<file path="config.mk">
export PLATFORM = sky130hd
export DESIGN_NAME = mem_wb_stage
export DESIGN_NICKNAME = d
export VERILOG_FILES = /design/src/rtl/mem_wb_stage.sv
export SDC_FILE = /design/constraint.sdc
export NUM_CORES = 1
export LEC_CHECK = 0
export CAP_MARGIN = 20
export CORE_AREA = 2 2 157 159
export DETAILED_ROUTE_END_ITERATION = 7
export DIE_AREA = 0 0 159 161
export HOLD_SLACK_MARGIN = 0.03
export PLACE_DENSITY_LB_ADDON = 0.05
export SLEW_MARGIN = 20
export SYNTH_ARGS = -nofsm -noshare
export SYNTH_HDL_FRONTEND = slang
export SYNTH_SLANG_ARGS = --single-unit
</file>
<file path="constraint.sdc">
create_clock -name clk -period 3.7 [get_ports clk]
set_input_delay 0.74 -clock clk [delete_from_list [all_inputs] [get_ports clk]]
set_output_delay 0.74 -clock clk [all_outputs]
set_load 0.03 [all_outputs]
</file>
<file path="src/rtl/mem_wb_stage.sv">
// MEM/WB stage: performs the data-memory access of an executed bundle and
// produces the register-file writeback, stalling upstream across memory latency.
module mem_wb_stage #(
    parameter int XLEN      = 64,
    parameter int RF_ADDR_W = 5
) (
    input  logic                 clk,
    input  logic                 rst_n,
    input  logic                 in_valid,
    output logic                 in_ready,
    input  logic                 in_mem_rd,
    input  logic                 in_mem_wr,
    input  logic                 in_mem_to_reg,
    input  logic                 in_rf_wr,
    input  logic [RF_ADDR_W-1:0] in_rf_wr_addr,
    input  logic [XLEN-1:0]      in_alu_res,
    input  logic [XLEN-1:0]      in_store_data,
    output logic                 dmem_req,
    output logic                 dmem_we,
    output logic [XLEN-1:0]      dmem_addr,
    output logic [XLEN-1:0]      dmem_wdata,
    input  logic                 dmem_gnt,
    input  logic                 dmem_rvalid,
    input  logic [XLEN-1:0]      dmem_rdata,
    output logic                 wb_en,
    output logic [RF_ADDR_W-1:0] wb_addr,
    output logic [XLEN-1:0]      wb_data,
    output logic                 err_rdwr
);

    typedef enum logic [1:0] {IDLE, REQ, WAIT} state_t;

    state_t                r_state;
    state_t                w_state_nxt;

    logic                  r_req;
    logic                  r_we;
    logic [XLEN-1:0]       r_addr;
    logic [XLEN-1:0]       r_wdata;
    logic                  r_wb_en;
    logic [RF_ADDR_W-1:0]  r_wb_addr;
    logic [XLEN-1:0]       r_wb_data;
    logic                  r_err;
    logic                  r_rf_wr;
    logic                  r_m2r;
    logic [RF_ADDR_W-1:0]  r_rd_addr;
    logic [XLEN-1:0]       r_alu;

    logic                  w_accept;
    logic                  w_is_mem;
    logic                  w_wb_fire;
    logic                  w_wb_rf;
    logic [RF_ADDR_W-1:0]  w_wb_addr_nxt;
    logic [XLEN-1:0]       w_wb_data_nxt;
    logic                  w_wb_en_nxt;

    assign in_ready = (r_state == IDLE);
    assign w_accept = in_valid & in_ready;
    assign w_is_mem = in_mem_rd | in_mem_wr;

    always_ff @(posedge clk or negedge rst_n) begin
        if (!rst_n) begin
            r_state <= IDLE;
        end else begin
            r_state <= w_state_nxt;
        end
    end

    // Next state plus the writeback that completes in this cycle, if any.
    always_comb begin
        w_state_nxt   = r_state;
        w_wb_fire     = 1'b0;
        w_wb_rf       = 1'b0;
        w_wb_addr_nxt = r_rd_addr;
        w_wb_data_nxt = r_alu;
        case (r_state)
            IDLE: begin
                if (w_accept) begin
                    if (w_is_mem) begin
                        w_state_nxt = REQ;
                    end else begin
                        w_wb_fire     = 1'b1;
                        w_wb_rf       = in_rf_wr;
                        w_wb_addr_nxt = in_rf_wr_addr;
                        w_wb_data_nxt = in_alu_res;
                    end
                end
            end
            REQ: begin
                if (dmem_gnt) begin
                    if (r_we) begin
                        w_state_nxt = IDLE;
                        w_wb_fire   = 1'b1;
                        w_wb_rf     = r_rf_wr;
                    end else begin
                        w_state_nxt = WAIT;
                    end
                end
            end
            WAIT: begin
                if (dmem_rvalid) begin
                    w_state_nxt   = IDLE;
                    w_wb_fire     = 1'b1;
                    w_wb_rf       = r_rf_wr;
                    w_wb_data_nxt = r_m2r ? dmem_rdata : r_alu;
                end
            end
            default: w_state_nxt = IDLE;
        endcase
        w_wb_en_nxt = w_wb_fire & w_wb_rf & (w_wb_addr_nxt != '0);
    end

    always_ff @(posedge clk or negedge rst_n) begin
        if (!rst_n) begin
            r_req     <= 1'b0;
            r_we      <= 1'b0;
            r_addr    <= '0;
            r_wdata   <= '0;
            r_wb_en   <= 1'b0;
            r_wb_addr <= '0;
            r_wb_data <= '0;
            r_err     <= 1'b0;
            r_rf_wr   <= 1'b0;
            r_m2r     <= 1'b0;
            r_rd_addr <= '0;
            r_alu     <= '0;
        end else begin
            r_wb_en <= w_wb_en_nxt;
            r_err   <= w_accept & in_mem_rd & in_mem_wr;
            // wb_addr/wb_data only move on a real rf write so they hold otherwise.
            if (w_wb_en_nxt) begin
                r_wb_addr <= w_wb_addr_nxt;
                r_wb_data <= w_wb_data_nxt;
            end
            if (w_accept && w_is_mem) begin
                r_req     <= 1'b1;
                r_we      <= in_mem_wr;
                r_addr    <= in_alu_res;
                r_wdata   <= in_store_data;
                r_rf_wr   <= in_rf_wr;
                r_m2r     <= in_mem_to_reg;
                r_rd_addr <= in_rf_wr_addr;
                r_alu     <= in_alu_res;
            end else if (r_state == REQ && dmem_gnt) begin
                r_req <= 1'b0;
            end
        end
    end

    assign dmem_req   = r_req;
    assign dmem_we    = r_we;
    assign dmem_addr  = r_addr;
    assign dmem_wdata = r_wdata;
    assign wb_en      = r_wb_en;
    assign wb_addr    = r_wb_addr;
    assign wb_data    = r_wb_data;
    assign err_rdwr   = r_err;

endmodule

</file>
==> results.ini, run 1 <==
[sta]
fin_crit_sh=0.7646
setup_violations=0
fin_crit_ns=2.829
whs_ns=0.1540
fin_skew_ns=0.01118
slew_viol_final=0
fmax_mhz=353.5
rsz0062_at_grt=no
finalSetupTns_ns=0
hold_viol_final=0
worst_pin_slew_ns=0.9393
slew_headroom=0.3724
setup_slack_ns=0.8709

[setup_path]
crit-reg2reg-launch=r_state[1]$_DFFE_PN0P_
max_stage_delay_ns=0.70
critPathKind=reg -> out
startpoint=r_state[1]$_DFFE_PN0P_
cp_max_fo=20
critPathLaunchType=flip-flop
arrival_ns=2.09
cp_num_buf_inv=1
endpoint_kind=output port
worst_path_max_delay_cell=clkdlybuf4s50_1
cpLargestDelayFamily=buffers and inverters
crit_chain=nor2_1 -> clkdlybuf4s50_1
required_ns=2.96

[die]
die_w_um=159
std_cell_rows=57
ios=408
fp.dieH_um=161
core_area_um2=23960
initial_core_util=0.4090
dieArea_um2=25600

[synthesis]
syn_nets=1004
seq_area_frac_synth=0.5361
syn_inst=798
synth_edf_count=0
syn-cell-area_um2=9802
ys_seq_elements=210
yosysWarnings=0
synth_async_sr_flop_share=1.000
synth_cell_types=45
post_synth.cell_area_avg_um2=12.28
ys.flop_type=dfrtp_1

[grt]
grt.overflow.total=0
grt_max_degree=92
grt_pass1_vias=9073
track_usage=0.2570
grt_pass1_wl_um=52300
antenna_found_initial=2

[power]
powerDensity_nw_per_um2=907.8
p_leak_nw=6.077
ir_worst_vdd_mv=0.5160

[final_layout]
final_common_cell=clkdlybuf4s50_1
drive_above_1_share=0.1779
mostFrequentLayoutCells=406 x clkdlybuf4s50_1, 210 x dfrtp_1, 135 x mux2_2
area_delta_synth_final_pct=53.54
fin_util=0.6280
final_nets=1381

[routing]
via_per_inst=5.673
first_pass_iters=5
wl_per_cell_um=22.23
ant_nets=0
drt-initial-drc-count=500
routed_wl_um=33720
post-route-drc-count=0
vias=8606

[flow_run]
cap_violations=0

[cts]
clock_sinks=210
root_buffer=clkbuf_16
ctsResizeCount=0
cts_hold_buf=0
cts.path.max_buffers=3
cts_buffers=25
cts_htree_levels=1
cts_setup_buffers=0
clk_latency_ns=0.52
cts_tree=yes
cts.clk_slew.worst_paths_ns=0.06

[hold_path]
min_path_type=in -> async

[placement]
dp_slack_ns=0.6302
dp_hpwl_um=23040
gp_congestion=0.8368
port_buffers=407

[outcome]
status=complete, no violations

final timing paths:
kind                                               to  slack, ns  depth (start not counted)
max                                          in_ready       0.87                          2
min                             r_alu[50]$_DFFE_PN0P_       0.15                          1
max reg2reg                   wb_data[42]$_DFFE_PN0P_       1.10                          5
min reg2reg                dmem_wdata[36]$_DFFE_PN0P_       0.50                          1
max in group asynchronous  dmem_wdata[37]$_DFFE_PN0P_       2.63                          2
min in group clk           dmem_wdata[36]$_DFFE_PN0P_       0.50                          1
worst register-to-register path, stage by stage (launching register included):
cell and delay, ns:
dfrtp_1 0.63, and4b_2 0.43, a21oi_4 0.72, buf_4 0.38
a221oi_1 0.12, a32oi_1 0.23
routing by layer:
metal,share of wire,vias up,global-route usage
met5,0.00039,-,0
met3,0.089,58,0.07678
met1,0.39,4308,0.3194
met4,0.029,2,0.08099
met2,0.49,384,0.4332
li1,-,3854,-
stage by stage:
step                      power [mW]  cell area [um^2]  cells
after global routing           14.33             15050   1517
after floorplan                8.072              9802    798
after global placement         11.16             14230   1472
after detailed placement       11.24             14230   1472
final                          13.66             15050   1517
after CTS                      13.78             15050   1516
layout make-up:
class | count | area (um^2)
Inverter | 2 | 7.507
Tap cell | 324 | 405.4
Sequential cell | 210 | 5255
Clock inverter | 5 | 81.33
Fill cell | 1992 | 8914
Clock buffer | 39 | 738.2
Timing Repair Buffer | 432 | 4354
Multi-Input combinational cell | 504 | 4205
Antenna cell | 1 | 2.502
cells by family after synthesis:
kind of cell,synth area share
AO/OA/AOI/OAI,0.1726
buffers and inverters,0.03932
flip-flops,0.5361
multiplexers,0.1561
AND/OR/NAND/NOR,0.09587
Yosys cell counts (3+ instances only):
cell | instances | share of area
a21oi_1 | 4 | 0.0020
a32oi_1 | 64 | 0.057
mux2_2 | 135 | 0.16
and3_1 | 43 | 0.027
nor2_1 | 73 | 0.028
o21a_1 | 25 | 0.019
buf_2 | 31 | 0.016
a21boi_0 | 24 | 0.018
and4b_1 | 26 | 0.027
buf_4 | 8 | 0.0061
dfrtp_1 | 210 | 0.54
clkbuf_1 | 41 | 0.016
a221oi_1 | 67 | 0.060
a22oi_1 | 3 | 0.0023
o21ai_0 | 4 | 0.0020
nand2_1 | 8 | 0.0031
state kept, by name (all words and copies together) (netlist names):
| name | count |
|---|---|
| dmem_req | 1 |
| dmem_wdata | 64 |
| dmem_we | 1 |
| err_rdwr | 1 |
| r_alu | 64 |
| r_m2r | 1 |
| r_rd_addr | 5 |
| r_rf_wr | 1 |
| r_state | 2 |
| wb_addr | 5 |
| wb_data | 64 |
| wb_en | 1 |
power by group:
part	switching [mW]	internal, mW	total (mW)
Combinational	3.91	3.17	7.08
Clock	0.964	1.50	2.47
Sequential	0.727	3.38	4.11
Note: power is estimated with default switching activity, not from simulation.
==> run 2: changes to the inputs <==
CORE_AREA = 2 2 159 161   (was 2 2 157 159)
DIE_AREA = 0 0 161 163   (was 0 0 159 161)
clock period = 2.95 ns   (was 3.7 ns; I/O delays follow)
==> results.ini, run 2 (same netlist as run 1, synthesis figures left out) <==
[final_layout]
seq_area_um2=5255  ; unchanged
mostFrequentLayoutCells=406 x clkdlybuf4s50_1, 210 x dfrtp_1, 135 x mux2_2
final_nets=1390  ; +0.65%
diodes=0  ; -1
multi_input_area_um2=4205  ; unchanged
final_common_cell=clkdlybuf4s50_1
nFillCells=2036  ; +2.2%
fin_util=0.6161  ; -0.01190
area_delta_synth_final_pct=55.09
drive_above_1_share=0.1879  ; +0.01001

[cts]
cts.clk_slew.worst_paths_ns=0.05  ; about the same
cts_hold_buf=0  ; unchanged
cts_htree_levels=1  ; unchanged
clock_sinks=210  ; unchanged
cts_setup_buffers=0  ; unchanged
cts.path.max_buffers=3  ; unchanged
cts_tree=yes
root_buffer=clkbuf_16
ctsResizeCount=0  ; unchanged
cts_buffers=25  ; unchanged
clk_latency_ns=0.53  ; about the same

[grt]
grt_max_degree=60  ; -35%
track_usage=0.2488  ; -0.008251
grt_pass1_wl_um=50800  ; -2.9%
grt_pass1_vias=8617  ; -5.0%
grt.overflow.total=0  ; unchanged
antenna_found_initial=0  ; -2

[outcome]
status=complete, no violations

[routing]
via_per_inst=5.543  ; -2.3%
first_pass_iters=5  ; unchanged
vias=8497  ; -1.3%
post-route-drc-count=0  ; unchanged
drt-initial-drc-count=424  ; -15%
wl_per_cell_um=21.97  ; -1.2%
routed_wl_um=33680  ; -0.12%
ant_nets=0  ; unchanged

[sta]
fmax_mhz=388.6
setup_violations=0  ; unchanged
fin_crit_sh=0.8722
worst_pin_slew_ns=0.7108  ; -0.2285 ns
hold_viol_final=0  ; unchanged
slew_viol_final=0  ; unchanged
fin_skew_ns=0.02213  ; +0.01095 ns
fin_crit_ns=2.573
finalSetupTns_ns=0  ; unchanged
slew_headroom=0.5217  ; +0.1494
rsz0062_at_grt=no

[setup_path]
arrival_ns=1.98  ; -0.11 ns
required_ns=2.36  ; -0.60 ns
endpoint_kind=output port
critPathLaunchType=flip-flop
critPathKind=reg -> out
cp_max_fo=14  ; -30%

[power]
power.switching_mw=7.039  ; +26%
power_frac_clock=0.183  ; +0.002
ir_worst_vdd_mv=0.7263  ; +41%
power_frac_seq=0.298  ; -0.003
p_leak_nw=6.146  ; +1.1%
swShare=0.4091  ; -0.001040
p_comb_frac=0.519  ; about the same
p_int_mw=10.17  ; +26%
powerDensity_nw_per_um2=1132  ; +25%

[hold_path]
min_path_type=in -> async

[placement]
port_buffers=407  ; unchanged
dp_hpwl_um=23230  ; +0.83%
gp_congestion=0.8127  ; -2.9%

[flow_run]
cap_violations=0  ; unchanged

[die]
die_w_um=161  ; +1.3%
core_area_um2=24670  ; +3.0%
std_cell_rows=58  ; +1.8%
initial_core_util=0.3973  ; -0.01178
fp.dieH_um=163  ; +1.2%
dieArea_um2=26240  ; +2.5%
ios=408  ; unchanged

-- run 2: cell types whose count changed in the layout (fill, tap and decap cells not counted), moves of 2 or more --
| cell | before | now |
|---|---|---|
| clkbuf_8 | 6 | 8 |
| buf_4 | 18 | 23 |
| clkbuf_1 | 8 | 5 |
| clkinvlp_4 | 0 | 2 |
| buf_12 | 7 | 11 |
-- run 2: final cells by class --
cell class	instances	share of cell area
multi-input cells	504	0.2766
inverters	2	0.0004938
flip-flops and latches	210	0.3457
clock inverters	9	0.007243
clock buffers	37	0.04872
well taps	330	0.02716
repair buffers	441	0.2941
-- run 2: metrics by stage --
step / setup slack, ns / area [um^2] / std cells / hold WS, ns / power, mW
2_1_floorplan: 0.8803 / 9802 / 798 / 0.2944 / 10.12
3_3_place_gp: 0.2048 / 14350 / 1487 / 0.4892 / 14.06
3_5_place_dp: 0.1718 / 14350 / 1487 / 0.4940 / 14.14
4_1_cts: 0.3523 / 15200 / 1533 / 0.05635 / 17.37
5_1_grt: 0.3249 / 15200 / 1533 / 0.06831 / 18.05
6_report: 0.3769 / 15200 / 1533 / 0.04763 / 17.21
-- run 2: critical path: stages, from the launching register on --
cell,delay [ns]
dfrtp_1,0.44
buf_4,0.22
nor2_1,0.13
clkdlybuf4s50_1,0.69
-- run 2: path summary, 6_finish.rpt --
check | startpoint | to | slack (ns) | depth (start not counted)
min in group clk | dmem_wdata[62]$_DFFE_PN0P_ | dmem_wdata[62]$_DFFE_PN0P_ | 0.50 | 1
worst min-delay path | rst_n | r_alu[50]$_DFFE_PN0P_ | 0.05 | 1
worst min register to register | dmem_wdata[62]$_DFFE_PN0P_ | dmem_wdata[62]$_DFFE_PN0P_ | 0.50 | 1
worst max-delay path | r_state[0]$_DFFE_PN0P_ | in_ready | 0.38 | 3
worst max register to register | r_state[1]$_DFFE_PN0P_ | wb_data[23]$_DFFE_PN0P_ | 0.65 | 5
max in group asynchronous | rst_n | r_alu[35]$_DFFE_PN0P_ | 2.13 | 2
-- run 2: power groups by stage --
stage | Combinational [mW] | Sequential [mW] | Clock (mW)
3_3_place_gp | 8.95 | 5.11 | 0
6_report | 8.92 | 5.13 | 3.16
5_1_grt | 9.38 | 5.32 | 3.36
4_1_cts | 9.01 | 5.13 | 3.22
2_1_floorplan | 2.46 | 7.66 | 0
3_5_place_dp | 8.99 | 5.15 | 0
-- run 2: layer usage --
metal	vias up	part of all wire	track usage
met1	4213	0.40	0.3133
met3	45	0.089	0.07359
li1	3878	-	-
met2	361	0.48	0.4196
met5	-	0	0
met4	0	0.024	0.06696
==> run 3: changes to the inputs <==
CAP_MARGIN = unset   (was 20)
==> results of run 3 <==
Final layout, timing and power as in run 2 (identical DEF).
